**src/rtl/bm_disp_pack.sv**
```systemverilog
// Block-matching output packer: validity test, Q8.8 disparity, 4-pixel packing, FWFT FIFO, AXI4-Stream master.
// Optional invalid-pixel statistics are enabled by defining BM_DISP_STATS_EN.
module bm_disp_pack #(
  parameter int IMG_W      = 640,
  parameter int FIFO_DEPTH = 8
) (
  input  logic        clk,
  input  logic        rst_n,
  input  logic        frame_start,
  input  logic [10:0] img_h,
  input  logic        uni_on,
  input  logic [9:0]  uni_thresh,
  input  logic [15:0] max_cost,
  input  logic        vin,
  input  logic        upd_in,
  input  logic [15:0] min1_in,
  input  logic [7:0]  disp1_in,
  input  logic [7:0]  frac_in,
  input  logic [9:0]  uni_ratio,
  output logic [63:0] m_tdata,
  output logic        m_tvalid,
  input  logic        m_tready,
  output logic        m_tlast,
  output logic        m_tuser,
  output logic        frame_done,
  output logic        overflow,
  output logic [19:0] invalid_cnt
);

  localparam int CW = $clog2(IMG_W);
  localparam int AW = $clog2(FIFO_DEPTH);
  localparam logic [CW-1:0] COL_LAST = CW'(IMG_W - 1);

  typedef enum logic [1:0] {IDLE, RUN, DONE} state_t;

  state_t      state;
  logic        d_vld, d_inv;
  logic [15:0] d_pix;
  logic        pix_ok;

  logic [1:0]    lane;
  logic [CW-1:0] col;
  logic [10:0]   row;
  logic [10:0]   img_h_q;
  logic [47:0]   hold;
  logic          tuser_arm;

  logic          take, word_done, row_end, final_word, wr_ok, pop, full, empty;
  logic [AW:0]   wr_ptr, rd_ptr, count;
  logic [65:0]   mem [FIFO_DEPTH];
  logic [65:0]   head;

  assign pix_ok = upd_in && (min1_in <= max_cost) && (!uni_on || (uni_ratio <= uni_thresh));

  // Decision register; a pixel arriving with frame_start belongs to the new frame.
  always_ff @(posedge clk or negedge rst_n) begin
    if (!rst_n) begin
      d_vld <= 1'b0;
      d_inv <= 1'b0;
      d_pix <= '0;
    end else begin
      d_vld <= vin && (frame_start || state == RUN);
      if (vin) begin
        d_pix <= pix_ok ? {disp1_in, frac_in} : 16'h0000;
        d_inv <= !pix_ok;
      end
    end
  end

  // A pixel still in the decision register when frame_start hits belongs to the abandoned frame.
  assign take       = d_vld && (state == RUN) && !frame_start;
  assign word_done  = take && (lane == 2'd3);
  assign row_end    = (col == COL_LAST);
  assign final_word = word_done && row_end && (row == img_h_q - 11'd1);

  assign count = wr_ptr - rd_ptr;
  assign full  = (count == (AW+1)'(FIFO_DEPTH));
  assign empty = (wr_ptr == rd_ptr);
  assign pop   = m_tvalid && m_tready;
  assign wr_ok = word_done && (!full || pop);

  always_ff @(posedge clk or negedge rst_n) begin
    if (!rst_n) begin
      state      <= IDLE;
      lane       <= '0;
      col        <= '0;
      row        <= '0;
      img_h_q    <= '0;
      hold       <= '0;
      tuser_arm  <= 1'b0;
      overflow   <= 1'b0;
      frame_done <= 1'b0;
    end else begin
      frame_done <= 1'b0;
      if (frame_start) begin
        state     <= RUN;
        lane      <= '0;
        col       <= '0;
        row       <= '0;
        img_h_q   <= img_h;
        hold      <= '0;
        tuser_arm <= 1'b1;
        overflow  <= 1'b0;
      end else if (take) begin
        lane <= lane + 2'd1;
        hold <= {d_pix, hold[47:16]};
        col  <= row_end ? '0 : col + CW'(1);
        if (row_end)
          row <= row + 11'd1;
        if (wr_ok)
          tuser_arm <= 1'b0;
        if (word_done && full && !pop)
          overflow <= 1'b1;
        if (final_word) begin
          state      <= DONE;
          frame_done <= 1'b1;
        end
      end
    end
  end

  always_ff @(posedge clk) begin
    if (wr_ok)
      mem[wr_ptr[AW-1:0]] <= {row_end, tuser_arm, d_pix, hold};
  end

  always_ff @(posedge clk or negedge rst_n) begin
    if (!rst_n) begin
      wr_ptr <= '0;
      rd_ptr <= '0;
    end else begin
      if (wr_ok)
        wr_ptr <= wr_ptr + (AW+1)'(1);
      if (pop)
        rd_ptr <= rd_ptr + (AW+1)'(1);
    end
  end

  // Outputs are gated to zero while empty so a reset shows all-zero outputs immediately.
  assign head     = empty ? '0 : mem[rd_ptr[AW-1:0]];
  assign m_tvalid = !empty;
  assign m_tlast  = head[65];
  assign m_tuser  = head[64];
  assign m_tdata  = head[63:0];

`ifdef BM_DISP_STATS_EN
  logic [19:0] inv_acc, inv_next;

  always_comb begin
    inv_next = inv_acc;
    if (take && d_inv && (inv_acc != 20'hFFFFF))
      inv_next = inv_acc + 20'd1;
  end

  always_ff @(posedge clk or negedge rst_n) begin
    if (!rst_n) begin
      inv_acc     <= '0;
      invalid_cnt <= '0;
    end else begin
      inv_acc <= frame_start ? '0 : inv_next;
      if (final_word)
        invalid_cnt <= inv_next;
    end
  end
`else
  assign invalid_cnt = '0;
`endif

endmodule

```
**config.mk**
```make
export PLATFORM = sky130hd
export DESIGN_NAME = bm_disp_pack
export DESIGN_NICKNAME = d
export VERILOG_FILES = /design/src/rtl/bm_disp_pack.sv
export SDC_FILE = /design/constraint.sdc
export NUM_CORES = 1
export LEC_CHECK = 0
export CAP_MARGIN = 15
export CORE_AREA = 2 2 211 213
export CTS_CLUSTER_SIZE = 20
export DETAILED_ROUTE_END_ITERATION = 16
export DIE_AREA = 0 0 213 215
export DONT_BUFFER_PORTS = 1
export PLACE_DENSITY = 0.75
export SLEW_MARGIN = 20
export SYNTH_ARGS = -nofsm -noshare
export SYNTH_HDL_FRONTEND = slang
export SYNTH_SLANG_ARGS = --single-unit
```
**constraint.sdc**
```tcl
create_clock -name clk -period 21.5 [get_ports clk]
set_input_delay 6.45 -clock clk [delete_from_list [all_inputs] [get_ports clk]]
set_output_delay 6.45 -clock clk [all_outputs]
set_load 0.01 [all_outputs]
```
### After elaboration in Yosys (flattened, before gate mapping)

Memory sizes are Yosys's and may differ from the RTL's.
Index checks and enable logic that the tools add are counted.

| word-level totals | value |
|---|---|
| flip-flop bits (word level) | 112 |
| memory bits (writable) | 528 |
| input bits | 86 |
| output and inout bits | 89 |
| word-level logic and storage cells | 84 |
| memories kept | 1 |

Memories:

| memory | words | bits a word | read ports | clocked after memory_dff | write ports | RTL line | text |
|---|---|---|---|---|---|---|---|
| mem | 8 | 66 | 1 | 0 | 1 | 50 | `logic [65:0] mem [FIFO_DEPTH];` |

| operators by class | value |
|---|---|
| add/subtract/negate cells | 7 |
| order comparisons | 2 |
| equal/unequal tests | 6 |
| multiplexer cells | 26 |
| reduce and logical (&&, ||, !) cells | 29 |

Operator list:

| cell | number |
|---|---|
| 48-bit 2-to-1 mux | 2 |
| 66-bit 2-to-1 mux | 1 |
| 11-bit 2-to-1 mux | 3 |
| 10-bit 2-to-1 mux | 3 |
| 16-bit <= comparator | 1 |
| 16-bit 2-to-1 mux | 1 |
| 1-bit logical AND | 12 |
| 11-bit by 1-bit adder with 11-bit output (second input constant) | 1 |
| 11-bit equality test | 1 |
| 1-bit 2-to-1 mux | 11 |
| 11-bit by 1-bit subtractor with 11-bit output (second input constant) | 1 |
| 10-bit by 1-bit adder with 10-bit output (second input constant) | 1 |
| 10-bit equality test (second input constant) | 1 |
| 10-bit <= comparator | 1 |
| 2-bit 2-to-1 mux | 5 |
| 2-bit nonzero test | 5 |
| 4-bit by 1-bit adder with 4-bit output (second input constant) | 2 |
| 2-bit AND reduction | 4 |
| 1-bit logical NOT | 5 |
| 4-bit equality test | 1 |
| 4-bit equality test (second input constant) | 1 |
| 4-bit subtractor | 1 |
| 1-bit logical OR | 3 |
| 2-bit by 1-bit adder with 2-bit output (second input constant) | 1 |
| 2 further kinds | 2 |

### Logic depth before layout (Yosys ltp)

Gate-level depths: netlist of run 1.

| logic depth | value |
|---|---|
| word-level depth | 9 |
| gate-level depth with buffers | 11 |

### Worst setup path before layout of run 1

No wires, ideal clock.

| timing path | value |
|---|---|
| kind | input port to flip-flop |
| from | input port frame_start |
| to | memory mem[0][0] (enable) |
| data arrival time | 11765 ps |
| required time | 20929 ps |
| path slack | 9164 ps |
| stages | 6 |
| path buffers | 1 |
| path through | buf_6 > inv_1 > nand3_1 > a21oi_1 > nand2_1 > nor3_1 |

| between the ends | value |
|---|---|
| word-level cells in the longest chain between the ends | 6 |

RTL lines:

| what | RTL line | text |
|---|---|---|
| start, declared | 9 | `input logic frame_start,` |
| 1-bit logical NOT | 71 | `assign take = d_vld && (state == RUN) && !frame_start;` |
| 1-bit logical AND | 71 |  |
| 1-bit logical AND | 72 | `assign word_done = take && (lane == 2'd3);` |
| 1-bit logical AND | 80 | `assign wr_ok = word_done && (!full \|\| pop);` |
| 1-bit 2-to-1 mux | 123 | `if (wr_ok)` |
| 1-bit 2-to-1 mux (implied by the code) | 124 | `mem[wr_ptr[AW-1:0]] <= {row_end, tuser_arm, d_pix, hold};` |
| end, declared | 50 |  |

No other way between the ends.

### Worst setup path in the final report of run 1

| timing path | value |
|---|---|
| from | register rd_ptr[1] |
| to | output port m_tvalid |

| between the ends | value |
|---|---|
| word-level cells in the longest chain between the ends | 2 |

RTL lines:

| what | RTL line | text |
|---|---|---|
| start, declared | 49 | `logic [AW:0] wr_ptr, rd_ptr, count;` |
| start signal, assigned | 135 | `rd_ptr <= rd_ptr + (AW+1)'(1);` |
| 4-bit equality test | 78 | `assign empty = (wr_ptr == rd_ptr);` |
| 1-bit logical NOT | 141 | `assign m_tvalid = !empty;` |
| end, declared | 21 | `output logic m_tvalid,` |

No other way between the ends.

==> results.tsv, run 1 <==
stage	metric	value	unit
outcome	outcome	finished clean	
job	max_cap viols	0	
grt	first-pass GRT wire length	82800	um
floorplanning	Initial Utilization	0.592	
min_path	worst min path class	register to register	
worst_setup_path	Worst Path Class, Setup	register to output pin	
detailed_routing	DRT Wirelength	53900	um
sta	clock period minus worst slack	10.36	ns
grt	GRT Total Usage	0.244	
worst_setup_path	crit-path cells	inv_1, ha_1, nand3_1, nor2_4, buf_4, inv_1	
synth	syn avg cell area	16.4	um^2
place	global placer's final weighted congestion	0.759	
cts	clk sink count	640	
sta	total negative slack	0	ns
sta	WHS	0.494	ns
cts	post_cts resized	0	
detailed_routing	post-DR vias/cell	6.09	
floorplanning	num rows	77	
sta	setup violators final	0	
detailed_routing	Avg WL per Cell	24.3	um
cells_and_area	# nets final	1700	
grt	pin count of the biggest net entering global routing	113	
sta	Final Cycle Share	0.482	
sta	skew final	0.0247	ns
synth	Cell Area, Synth	25800	um^2
synth	count of flip-flops with a built-in enable after synthesis	528	
cts	CTS root buf	clkbuf_16	
cts	insertion delay to the later sink of the worst-skew pair	0.63	ns
worst_setup_path	reg-to-reg slack, setup	16.70	ns
floorplanning	Die X	213	um
detailed_routing	1st-iter DRT viols	1120	
worst_setup_path	slowest cell delay on critical path	1.01	ns
pwr	Peak VDD IR	0.0000907	V
synth	FF+latch count, synth	640	
floorplanning	die area	45800	um^2
place	Post-DP Area	26400	um^2
floorplanning	core area	43600	um^2
detailed_routing	drt first pass iters	5	
cts	postcts setup bufs	0	
floorplanning	I/O pins	175	
synth	largest family of logic cells by synthesized area	multiplexers	
cts	number of H-tree levels	2	
synth	Post-Synth XOR/XNOR Area	0.0115	
worst_setup_path	Critical Path Start Type	register	
sta	Max-Slew Margin vs Limit	0.255	
worst_setup_path	worst path required time	15.05	ns
place	Post-DP HPWL	29900	um
worst_setup_path	crit end category	output pin	
detailed_routing	Final ANT Viol Nets	0	
synth	post-synthesis mux area share	0.121	
cells_and_area	Fill cells	2926	
cells_and_area	sequential cell area	18700	um^2
cells_and_area	multi-input logic area	6570	um^2
synth	yosys warns	0	
synth	sequential share of the synthesized area	0.722	
synth	simple-gate share of the synthesized area	0.0592	
cells_and_area	Area Overhead vs Synth	9.87	%
cells_and_area	layout cells sized above 1	0.164	
cts	Reg clk slew, reported paths	0.06	ns
sta	pins over their slew limit	0	
sta	Max Clk Rate	96.5	MHz
cts	CTS Hold Buffers Added	0	
detailed_routing	DRC violations left	0	
synth	cell count after synthesis	1579	
worst_setup_path	Max FO, Critical Path	60	
cells_and_area	n_diodes	0	
pwr	power per standard cell area	113	nW/um^2
pwr	Lkg Pwr	9.94	nW
synth	Top FF cell, synth	edfxtp_1	
grt	initial antenna violation count	0	
sta	Hold Vio Cnt, Final	0	
synth	Synth Area in Adders	0.0169	
grt	number of global-route vias before repair	13900	
synth	Post-synth ARST share	0.175	
detailed_routing	DR vias	13500	
synth	Cell variety after synth	53	
floorplanning	Die H	215	um
worst_setup_path	Crit-path slowest cell	dfrtp_4	
synth	post-synthesis compound-gate area fraction	0.0410	
grt	GRT overflow	0	
cells_and_area	cell area after layout	28400	um^2
place	Port Buffer Count	0	
cts	CTS tree	built	
sta	Worst Max-Slew Pin Slew	1.12	ns
worst_setup_path	CP most frequent cell	inv_1	
sta	RSZ-0062 raised after global routing	false	
cts	total CTS buffers	59	
worst_setup_path	Crit path arrival time	3.91	ns
cts	CTS max path bufs	3	
critical path: cells and delay by family (launching register included):
family	cells	cell delay, ns
adder cells (fa/ha/maj)	1	0.35
AND/OR/NAND/NOR	2	0.79
flip-flops	1	1.01
buffers and inverters	3	1.05
cells in the mapped netlist, types with 6 or more instances:
library cell  count  area, um^2
dfrtp_1         112        2800
o21ai_0          10        50.1
nor2_1           36         135
o211ai_1          6        45.0
buf_2            15        75.1
xor2_1           22         193
ha_1             35         438
mux2_2           10         113
o22ai_1          16         100
buf_1            12        45.0
clkbuf_1         51         191
a21oi_1         140         701
nor3_1            7        35.0
nor2b_1           6        37.5
edfxtp_1        528       15900
mux4_2          132        2970
nand3_1          12        60.1
buf_4            20         150
nand4_1          10        62.6
xnor2_1          12         105
inv_1            72         270
nand2_1         262         983
flip-flops by register name (all words and copies together) (netlist names):
name / cells
frame_done: 1
d_pix: 16
col: 10
tuser_arm: 1
mem: 528
img_h_q: 11
d_vld: 1
hold: 48
row: 11
lane: 2
rd_ptr: 4
state: 2
wr_ptr: 4
overflow: 1
cells in the final DEF (no fill, tap or decap), drive strengths merged, types with 7 or more instances in the layout:
cell type and count:
edfxtp 528, nand2 262, a21oi 140, mux4 132, dfrtp 112, clkbuf 83
inv 73, nor2 36, ha 35, xor2 22, conb 20, buf 19
clkinv 18, o22ai 16, nand3 12, xnor2 12, o21ai 11, nand4 10
mux2 10, nor3 7
routing by layer:
layer	global-route usage	share of wire	wire, um	vias to the layer above
li1	-	-	-	5919
met1	0.331	0.40	21400	6991
met2	0.404	0.51	27400	518
met3	0.0539	0.072	3880	82
met4	0.0657	0.022	1190	0
met5	0	0	0	-
through the flow:
| stage | std cells | util | setup slack, ns | power (mW) |
|---|---|---|---|---|
| 6_report | 2220 | 0.651 | 11.14 | 3.20 |
| 5_1_grt | 2220 | 0.651 | 10.99 | 3.33 |
| 4_1_cts | 2219 | 0.650 | 11.09 | 3.23 |
| 3_5_place_dp | 2109 | 0.605 | 11.76 | 2.19 |
| 3_3_place_gp | 2108 | 0.605 | 11.76 | 2.17 |
| 2_1_floorplan | 1598 | - | 9.16 | 2.00 |
cell type report:
cell class              count  share of cell area
clock buffers              83              0.0577
clock inverters            27              0.0109
inverters                  72             0.00952
multi-input cells         787               0.231
flip-flops and latches    640               0.657
well taps                 592              0.0261
repair buffers             19             0.00701
where the power goes:
| part | total (mW) | switching, mW | internal, mW |
|---|---|---|---|
| Clock | 1.05 | 0.442 | 0.603 |
| Combinational | 0.726 | 0.417 | 0.309 |
| Sequential | 1.43 | 0.0703 | 1.35 |
path summary, 6_finish.rpt:
check | from | depth (start not counted) | endpoint
worst min-delay path | rd_ptr[3] | 1 | rd_ptr[3]
min in group asynchronous | rst_n | 0 | img_h_q[4]
max in group asynchronous | rst_n | 0 | hold[15]
worst max-delay path | rd_ptr[1] | 6 | m_tvalid
worst min register to register | rd_ptr[3] | 1 | rd_ptr[3]
worst max register to register | rd_ptr[1] | 9 | mem[2][6]
kinds of logic (layout without fill, tap and decap cells):
kind of cell,after synthesis,after routing
and+or+nand+nor,363,363
muxes,145,145
adders and majority gates,35,35
AOI/OAI and AO/OA,190,190
buffers and inverters,171,201
DFF,640,640
other,1,20
xor gates and xnor gates,34,34
No activity file was read; power rests on OpenSTA's default activity.
==> run 2: changes to the inputs <==
Settings changed: CORE_AREA 2 2 211 213 to 2 2 216 218, DIE_AREA 0 0 213 215 to 0 0 218 220.
Clock period 21.5 ns to 8.5 ns, I/O delays scaled along.
==> results.tsv, run 2 (synthesis results as in run 1) <==
stage	metric	value	unit	change
cells_and_area	commonest non-fill, non-tap cell in the layout	edfxtp_1		unchanged
pwr	P_int	5.87	mW	was 2.27 mW
worst_setup_path	Crit path arrival time	3.76	ns	was 3.91 ns
sta	Max Clk Rate	158	MHz	
sta	total negative slack	0	ns	unchanged
cts	Reg clk slew, reported paths	0.06	ns	about the same
cts	CTS root buf	clkbuf_16		unchanged
min_path	cell depth of the worst hold path	1		unchanged
sta	Final Cycle Share	0.742		
cells_and_area	layout cells sized above 1	0.170		was 0.164
cts	CTS max path bufs	3		unchanged
cts	total CTS buffers	60		was 59
pwr	Gate power share	0.225		was 0.227
sta	skew final	0.0116	ns	was 0.0247 ns
detailed_routing	Final ANT Viol Nets	0		unchanged
worst_setup_path	reg-to-reg slack, setup	3.60	ns	was 16.70 ns
worst_setup_path	worst path required time	5.95	ns	was 15.05 ns
grt	number of global-route vias before repair	14300		was 13900
cells_and_area	final core occ	0.623		was 0.651
cells_and_area	Fill cells	3233		was 2926
worst_setup_path	Critical path buffers and inverters	3		unchanged
pwr	sw frac	0.287		was 0.291
min_path	worst min path class	register to register		unchanged
place	global placer's final weighted congestion	0.770		was 0.759
cts	insertion delay to the later sink of the worst-skew pair	0.61	ns	was 0.63 ns
grt	GRT Total Usage	0.237		was 0.244
detailed_routing	DR vias	13600		was 13500
grt	GRT overflow	0		unchanged
worst_setup_path	Max FO, Critical Path	65		was 60
worst_setup_path	Worst R2R End	mem[2][3]		was mem[2][6]
floorplanning	core area	45900	um^2	was 43600 um^2
grt	first-pass GRT wire length	84800	um	was 82800 um
worst_setup_path	Critical Path Start Type	register		unchanged
grt	initial antenna violation count	0		unchanged
floorplanning	die area	48000	um^2	was 45800 um^2
worst_setup_path	slowest cell delay on critical path	1.08	ns	was 1.01 ns
sta	clock period minus worst slack	6.31	ns	
sta	pins over their slew limit	0		unchanged
cts	CTS Hold Buffers Added	0		unchanged
place	pre-CTS WS	2.72	ns	was 11.76 ns
cells_and_area	most frequent cells in the layout	528 x edfxtp_1, 262 x nand2_1, 140 x a21oi_1		unchanged
place	Port Buffer Count	0		unchanged
worst_setup_path	path depth of the worst reg2reg path	9		unchanged
cells_and_area	Area Overhead vs Synth	10.6	%	was 9.87%
cts	postcts setup bufs	0		unchanged
pwr	Switch Pwr	2.37	mW	was 929 uW
detailed_routing	drt first pass iters	5		unchanged
worst_setup_path	crit end category	output pin		unchanged
cts	post_cts resized	0		unchanged
worst_setup_path	Worst Path Class, Setup	register to output pin		unchanged
floorplanning	Die H	220	um	was 215 um
sta	Hold Vio Cnt, Final	0		unchanged
cells_and_area	max reg flops	528		unchanged
pwr	Peak VDD IR	0.000242	V	was 0.0000907 V
place	Post-DP HPWL	31500	um	was 29900 um
cts	clk sink count	640		unchanged
pwr	sequential power share	0.437		was 0.446
sta	Worst Max-Slew Pin Slew	1.05	ns	was 1.12 ns
grt	pin count of the biggest net entering global routing	113		unchanged
cells_and_area	# nets final	1702		was 1700
detailed_routing	Avg WL per Cell	24.5	um	was 24.3 um
worst_setup_path	CP delay by family, top	flip-flops		was buffers and inverters
min_path	worst hold start	wr_ptr[3]		was rd_ptr[3]
detailed_routing	1st-iter DRT viols	1333		was 1120
sta	Max-Slew Margin vs Limit	0.298		was 0.255
sta	RSZ-0062 raised after global routing	false		unchanged
worst_setup_path	Crit-path slowest cell	dfrtp_4		unchanged
floorplanning	Die X	218	um	was 213 um
pwr	power per standard cell area	288	nW/um^2	was 113 nW/um^2
cts	number of H-tree levels	2		unchanged
sta	PnR worst setup slack	2.19	ns	was 11.14 ns
pwr	power share of the clock group	0.338		was 0.327
floorplanning	num rows	79		was 77
detailed_routing	DRT Wirelength	54900	um	was 53900 um
floorplanning	Initial Utilization	0.564		was 0.592
job	max_cap viols	0		unchanged
outcome	outcome	finished clean		unchanged
detailed_routing	post-DR vias/cell	6.08		was 6.09
worst_setup_path	crit-path cells	inv_1, ha_1, nand3_1, nor2_4, buf_16, buf_4, a21oi_1		was inv_1, ha_1, nand3_1, nor2_4, buf_4, inv_1
cts	CTS tree	built		unchanged
min_path	Min-Delay Endpoint	wr_ptr[3]		was rd_ptr[3]
worst_setup_path	FF-to-FF Start	rd_ptr[1]		unchanged
pwr	Lkg Pwr	10.0	nW	was 9.94 nW
sta	setup violators final	0		unchanged
floorplanning	I/O pins	175		unchanged
detailed_routing	DRC violations left	0		unchanged
cells_and_area	n_diodes	0		unchanged
-- run 2: per-layer routing --
layer / global-route usage / wire [um] / up-vias
met3: 0.0471 / 3910 / 73
li1: - / - / 5929
met1: 0.306 / 21300 / 7084
met4: 0.0542 / 954 / 0
met2: 0.418 / 28700 / 531
met5: 0 / 0 / -
-- run 2: area by class of cell --
cell class	instances	area, um^2	share of cell area
clock buffer	87	1780	0.0621
inverter	72	270	0.00945
tap	607	759	0.0266
timing repair buffer	20	215	0.00753
clock inverter	27	325	0.0114
multi-input combinational	787	6570	0.230
sequential	640	18700	0.653
-- run 2: metrics by stage --
stage / hold WS [ns] / instance area, um^2 / power, mW / instances
final: 0.498 / 28600 / 8.24 / 2240
after global routing: 0.505 / 28600 / 8.59 / 2240
after CTS: 0.496 / 28600 / 8.33 / 2239
after detailed placement: 0.478 / 26500 / 5.56 / 2125
after global placement: 0.481 / 26400 / 5.53 / 2123
after floorplan: 0.460 / 25900 / 5.06 / 1598
-- run 2: worst max-delay path by stage --
stage / depth (start not counted) / to / slack, ns / startpoint
2_1_floorplan: 6 / mem[0][0] / 0.06 / frame_start
3_3_place_gp: 6 / m_tdata[4] / 2.55 / rd_ptr[1]
3_5_place_dp: 6 / mem[2][8] / 2.72 / frame_start
4_1_cts: 7 / m_tdata[4] / 2.11 / rd_ptr[1]
5_1_grt: 7 / m_tdata[4] / 1.96 / rd_ptr[1]
6_report: 7 / m_tdata[4] / 2.19 / rd_ptr[1]
-- run 2: power by group through the flow --
stage	logic [mW]	registers (mW)	clock network, mW
3_3_place_gp	1.86	3.66	0
6_report	1.86	3.60	2.79
5_1_grt	2.02	3.62	2.95
3_5_place_dp	1.89	3.67	0
4_1_cts	1.90	3.60	2.82
2_1_floorplan	1.53	3.53	0
==> patch 1, RTL diff (settings of run 1) <==
Add a define of `BM_DISP_STATS_EN`.
--- a/src/rtl/bm_disp_pack.sv
+++ b/src/rtl/bm_disp_pack.sv
@@ -1,5 +1,7 @@
 // Block-matching output packer: validity test, Q8.8 disparity, 4-pixel packing, FWFT FIFO, AXI4-Stream master.
 // Optional invalid-pixel statistics are enabled by defining BM_DISP_STATS_EN.
+`define BM_DISP_STATS_EN
+
 module bm_disp_pack #(
   parameter int IMG_W      = 640,
   parameter int FIFO_DEPTH = 8
Formal check against the unedited RTL: same outputs for any inputs over 4 cycles, from zero or initial values and one cycle with rst_n low; that may be too few to reach the edited logic, so the function may still have changed.
==> patch 1 against run 1 <==
Worst setup slack better by 140 ps. Final area is 7.2% higher. Maximum frequency is 1.4% higher. Highest routed layer unchanged. Sequential cell count is 41 higher. Count of clock-buffer cells in the layout is 6 higher. Power is 5.9% higher. Critical path type unchanged. Synthesized cell count is 9.6% higher. Area after synthesis is 6.6% higher. Routed wire length is 12% higher.
==> patch 1: results (changes against run 1) <==
Routing
  – DR iter-0 viols: 1163 (+3.8%)
  – Total iterations of the first detailed-routing run: 6 (+1)
  – Vias: 14788 (+9.5%)
  – Total wire length: 60.1 mm (+12%)

Yosys
  – Post-synth cell types: 55 (+3.8%)
  – Register area share after synthesis: 0.714 (-0.00777)
  – Syn_area_per_cell: 15.9 µm² (-2.7%)
  – Main area contributors after synthesis: edfxtp_1 (58%), dfrtp_1 (14%), mux4_2 (11%)

Power and ir drop
  – Leakage Power: 10.9 nW (+9.6%)
  – Internal Power: 2.43 mW (+7.0%)
  – Max VDD drop: 93.8 µV (+3.4%)
  – Sw Share: 0.283 (-0.00781)
  – P_clk: 1.18 mW (+12%)
  – Seq group: 1.49 mW (+4%)

Clock network
  – Cts bufs inserted: 67 (+14%)
  – Clock Latency Late Sink: 600 ps (-30 ps)

Placed design
  – GPL Wtd Cong: 0.816 (+7.5%)
  – Setup WS pre-CTS: 11850 ps (+91.6 ps)
  – Placed Instances: 2259 (+7.1%)
  – Post-DP HPWL: 34.3 mm (+15%)
  – Post-Place Cell Area: 0.0282 mm² (+6.7%)

STA
  – Setup Skew: 23.4 ps (-1.37 ps)
  – Slew margin rel.: 0.229 (-0.0260)

Global routing
  – Total GRT Usage: 0.273 (+0.0292)
  – First-pass GRT wire length: 92.7 mm (+12%)
  – Vias in the first global route: 15619 (+12%)
  – Largest net degree at the start of global routing: 154 (+36%)

Final layout
  – Multi-input gate area: 0.00725 mm² (+10%)
  – Final-layout fill cell count: 2762 (-5.6%)
  – Layout cells sized above 1: 0.163 (-0.000876)

Outcome
  – Status: completed

Critical path
  – CP Data Arrival Time: 3770 ps (-140 ps)
  – Crit Path Max Fanout: 62 (+3.3%)
patch 1: cell count changes in the layout (fill, tap and decap cells not counted), sizes merged, moves of 5 or more:
cell	change
a31oi	+6
and3	+5
clkbuf	+6
clkinv	+6
conb	-20
dfrtp	+41
inv	+22
mux2i	+17
nand4	+10
nor2	+17
nor3b	+5
xnor2	+9
xor2	+5
patch 1: worst max-delay path: cells and delay by family (launching register included):
kind                     cells  cell delay (ps)
flip-flops                   1             1020
buffers and inverters        3              930
AND/OR/NAND/NOR              2              850
adder cells (fa/ha/maj)      1              340
patch 1: layout make-up:
cell class,instances,area share
repair buffers,22,0.00583
flip-flops and latches,681,0.647
inverters,92,0.0113
well taps,592,0.0243
clock inverters,34,0.0115
clock buffers,89,0.0621
multi-input cells,872,0.238
patch 1: path summary, 6_finish.rpt:
path	endpoint	cells after the start	startpoint	slack, ps
max	m_tvalid	6	rd_ptr[1]	11280
min	d_inv	1	d_inv	510
max reg2reg	mem[6][30]	9	rd_ptr[1]	16940
min reg2reg	d_inv	1	d_inv	510
max in group asynchronous	rd_ptr[1]	0	rst_n	15760
min in group asynchronous	row[9]	0	rst_n	5540
patch 1: per-layer routing:
metal	track usage	share of wire	vias to the layer above
li1	-	-	6509
met1	0.352	0.38	7611
met2	0.466	0.52	574
met3	0.0554	0.073	94
met4	0.0928	0.027	0
met5	0	0	-
patch 1: logic make-up after synthesis:
kind of cell,Yosys count,share of synthesized area
DFF,681,0.714
buffers and inverters,177,0.0250
AOI/OAI and AO/OA,199,0.0402
xor gates and xnor gates,49,0.0161
muxes,164,0.120
adders and majority gates,36,0.0163
and+or+nand+nor,424,0.0683
==> patch 2, RTL diff (config.mk and constraints of run 1) <==
Made on the original files. Register the input `uni_thresh` before use, cleared by the reset. The logic sees it one clock later. The other inputs are not delayed to match.
--- a/src/rtl/bm_disp_pack.sv
+++ b/src/rtl/bm_disp_pack.sv
@@ -33,6 +33,16 @@
 
   typedef enum logic [1:0] {IDLE, RUN, DONE} state_t;
 
+  logic [9:0] uni_thresh_q;
+
+  always_ff @(posedge clk or negedge rst_n) begin
+    if (!rst_n) begin
+      uni_thresh_q <= '0;
+    end else begin
+      uni_thresh_q <= uni_thresh;
+    end
+  end
+
   state_t      state;
   logic        d_vld, d_inv;
   logic [15:0] d_pix;
@@ -50,7 +60,7 @@
   logic [65:0]   mem [FIFO_DEPTH];
   logic [65:0]   head;
 
-  assign pix_ok = upd_in && (min1_in <= max_cost) && (!uni_on || (uni_ratio <= uni_thresh));
+  assign pix_ok = upd_in && (min1_in <= max_cost) && (!uni_on || (uni_ratio <= uni_thresh_q));
 
   // Decision register; a pixel arriving with frame_start belongs to the new frame.
   always_ff @(posedge clk or negedge rst_n) begin
Check against the original RTL: not equivalent (Yosys sat finds a counterexample within 10 cycles, from zero or initial values and one cycle with rst_n low).
==> patch 2 against run 1 <==
Routed wire length is 5.3% higher. Sequential share of layout area is 0.27 points higher. Area after synthesis is 1.7% higher. Worst setup slack better by 250 ps. Power is 0.72% lower. Global-route usage is 1.2 points higher. Core utilization is 0.60 points higher. Sequential cell count is 10 higher. Maximum frequency is 2.4% higher. Final area is 0.92% higher. Clock skew is 1.5 ps higher. Via count is 2.5% higher.
==> patch 2: results (changes against run 1) <==
Routing
  – Via-to-Cell Ratio: 6.21 (+2.0%)
  – Total wire length: 56.7 mm (+5.3%)
  – DR iter-0 viols: 1326 (+18%)

Critical path
  – Reg-to-reg endpoint: mem[0][18]
  – Crit-path max cell delay: 940 ps (-70 ps)
  – Reg2reg setup slack: 17360 ps (+660 ps)
  – Crit Path Max Fanout: 52 (-13%)
  – CP Data Arrival Time: 3660 ps (-250 ps)
  – Delay-heaviest family, CP: flip-flops

Final layout
  – Sequential Area: 0.0189 mm² (+1.3%)
  – Final-layout fill cell count: 2957 (+1.1%)
  – Multi-input gate area: 0.00671 mm² (+2.1%)
  – Non-CTS buffers: 21 (+2)
  – Seq/total area: 0.660 (+0.00273)
  – Antenna diode count: 0 (unchanged)
  – Inverters: 68 (-5.6%)
  – Signal buf overhead: 0.00620 (-0.000806)
  – Final net count: 1707 (+0.41%)
  – Layout cells sized above 1: 0.171 (+0.00694)
  – Comb_multi_in: 785 (-0.25%)

STA
  – Fin crit period: 10110 ps (-246 ps)
  – Setup Skew: 26.2 ps (+1.50 ps)
  – Slew margin rel.: 0.244 (-0.0110)
  – WHS: 485 ps (-8.96 ps)

Placed design
  – Post-Place Cell Area: 0.0268 mm² (+1.3%)
  – Post-DP HPWL: 30.3 mm (+1.5%)
  – GPL Wtd Cong: 0.803 (+5.8%)
  – Placed Instances: 2115 (+0.28%)

Clock network
  – Cts bufs inserted: 60 (+1.7%)

Global routing
  – Largest net degree at the start of global routing: 123 (+8.8%)
  – First-pass GRT wire length: 86.6 mm (+4.5%)

Power and ir drop
  – Max VDD drop: 67.8 µV (-25%)
  – Leakage Power: 10.0 nW (+1.0%)

Yosys
  – Post-synth ARST share: 0.188 (+0.0127)
  – Synth cell count leaders: edfxtp_1 (528), nand2_1 (258), a21oi_1 (139), mux4_2 (132), dfrtp_1 (122)
  – Register area share after synthesis: 0.719 (-0.00237)
  – Cells after Synth: 1588 (+0.57%)
  – Post-synth cell types: 64 (+21%)
  – Main area contributors after synthesis: edfxtp_1 (60%), dfrtp_1 (12%), mux4_2 (11%)

Outcome
  – Status: completed
patch 2: cell count changes in the layout (fill, tap and decap cells not counted), moves of 5 or more:
cell / delta
clkinv_1: +13
nor2_4: -6
xor2_1: -7
o22ai_1: -8
o22ai_2: +10
buf_4: +5
dfrtp_1: +10
patch 2: per-layer routing:
| layer | part of all wire | track usage | up-vias |
|---|---|---|---|
| met5 | 0 | 0 | - |
| met3 | 0.074 | 0.0532 | 97 |
| met2 | 0.52 | 0.435 | 595 |
| met1 | 0.38 | 0.328 | 7194 |
| li1 | - | - | 5959 |
| met4 | 0.027 | 0.0907 | 0 |
patch 2: cell families after synthesis:
logic type,share of synthesized area
DFF,0.719
and+or+nand+nor,0.0620
AOI/OAI and AO/OA,0.0441
buffers and inverters,0.0295
muxes,0.118
adders and majority gates,0.0167
xor gates and xnor gates,0.0103
other,0.000143
patch 2: power breakdown:
group          internal [mW]  switching [mW]
clock network          0.559           0.446
registers               1.37          0.0708
logic                  0.304           0.421
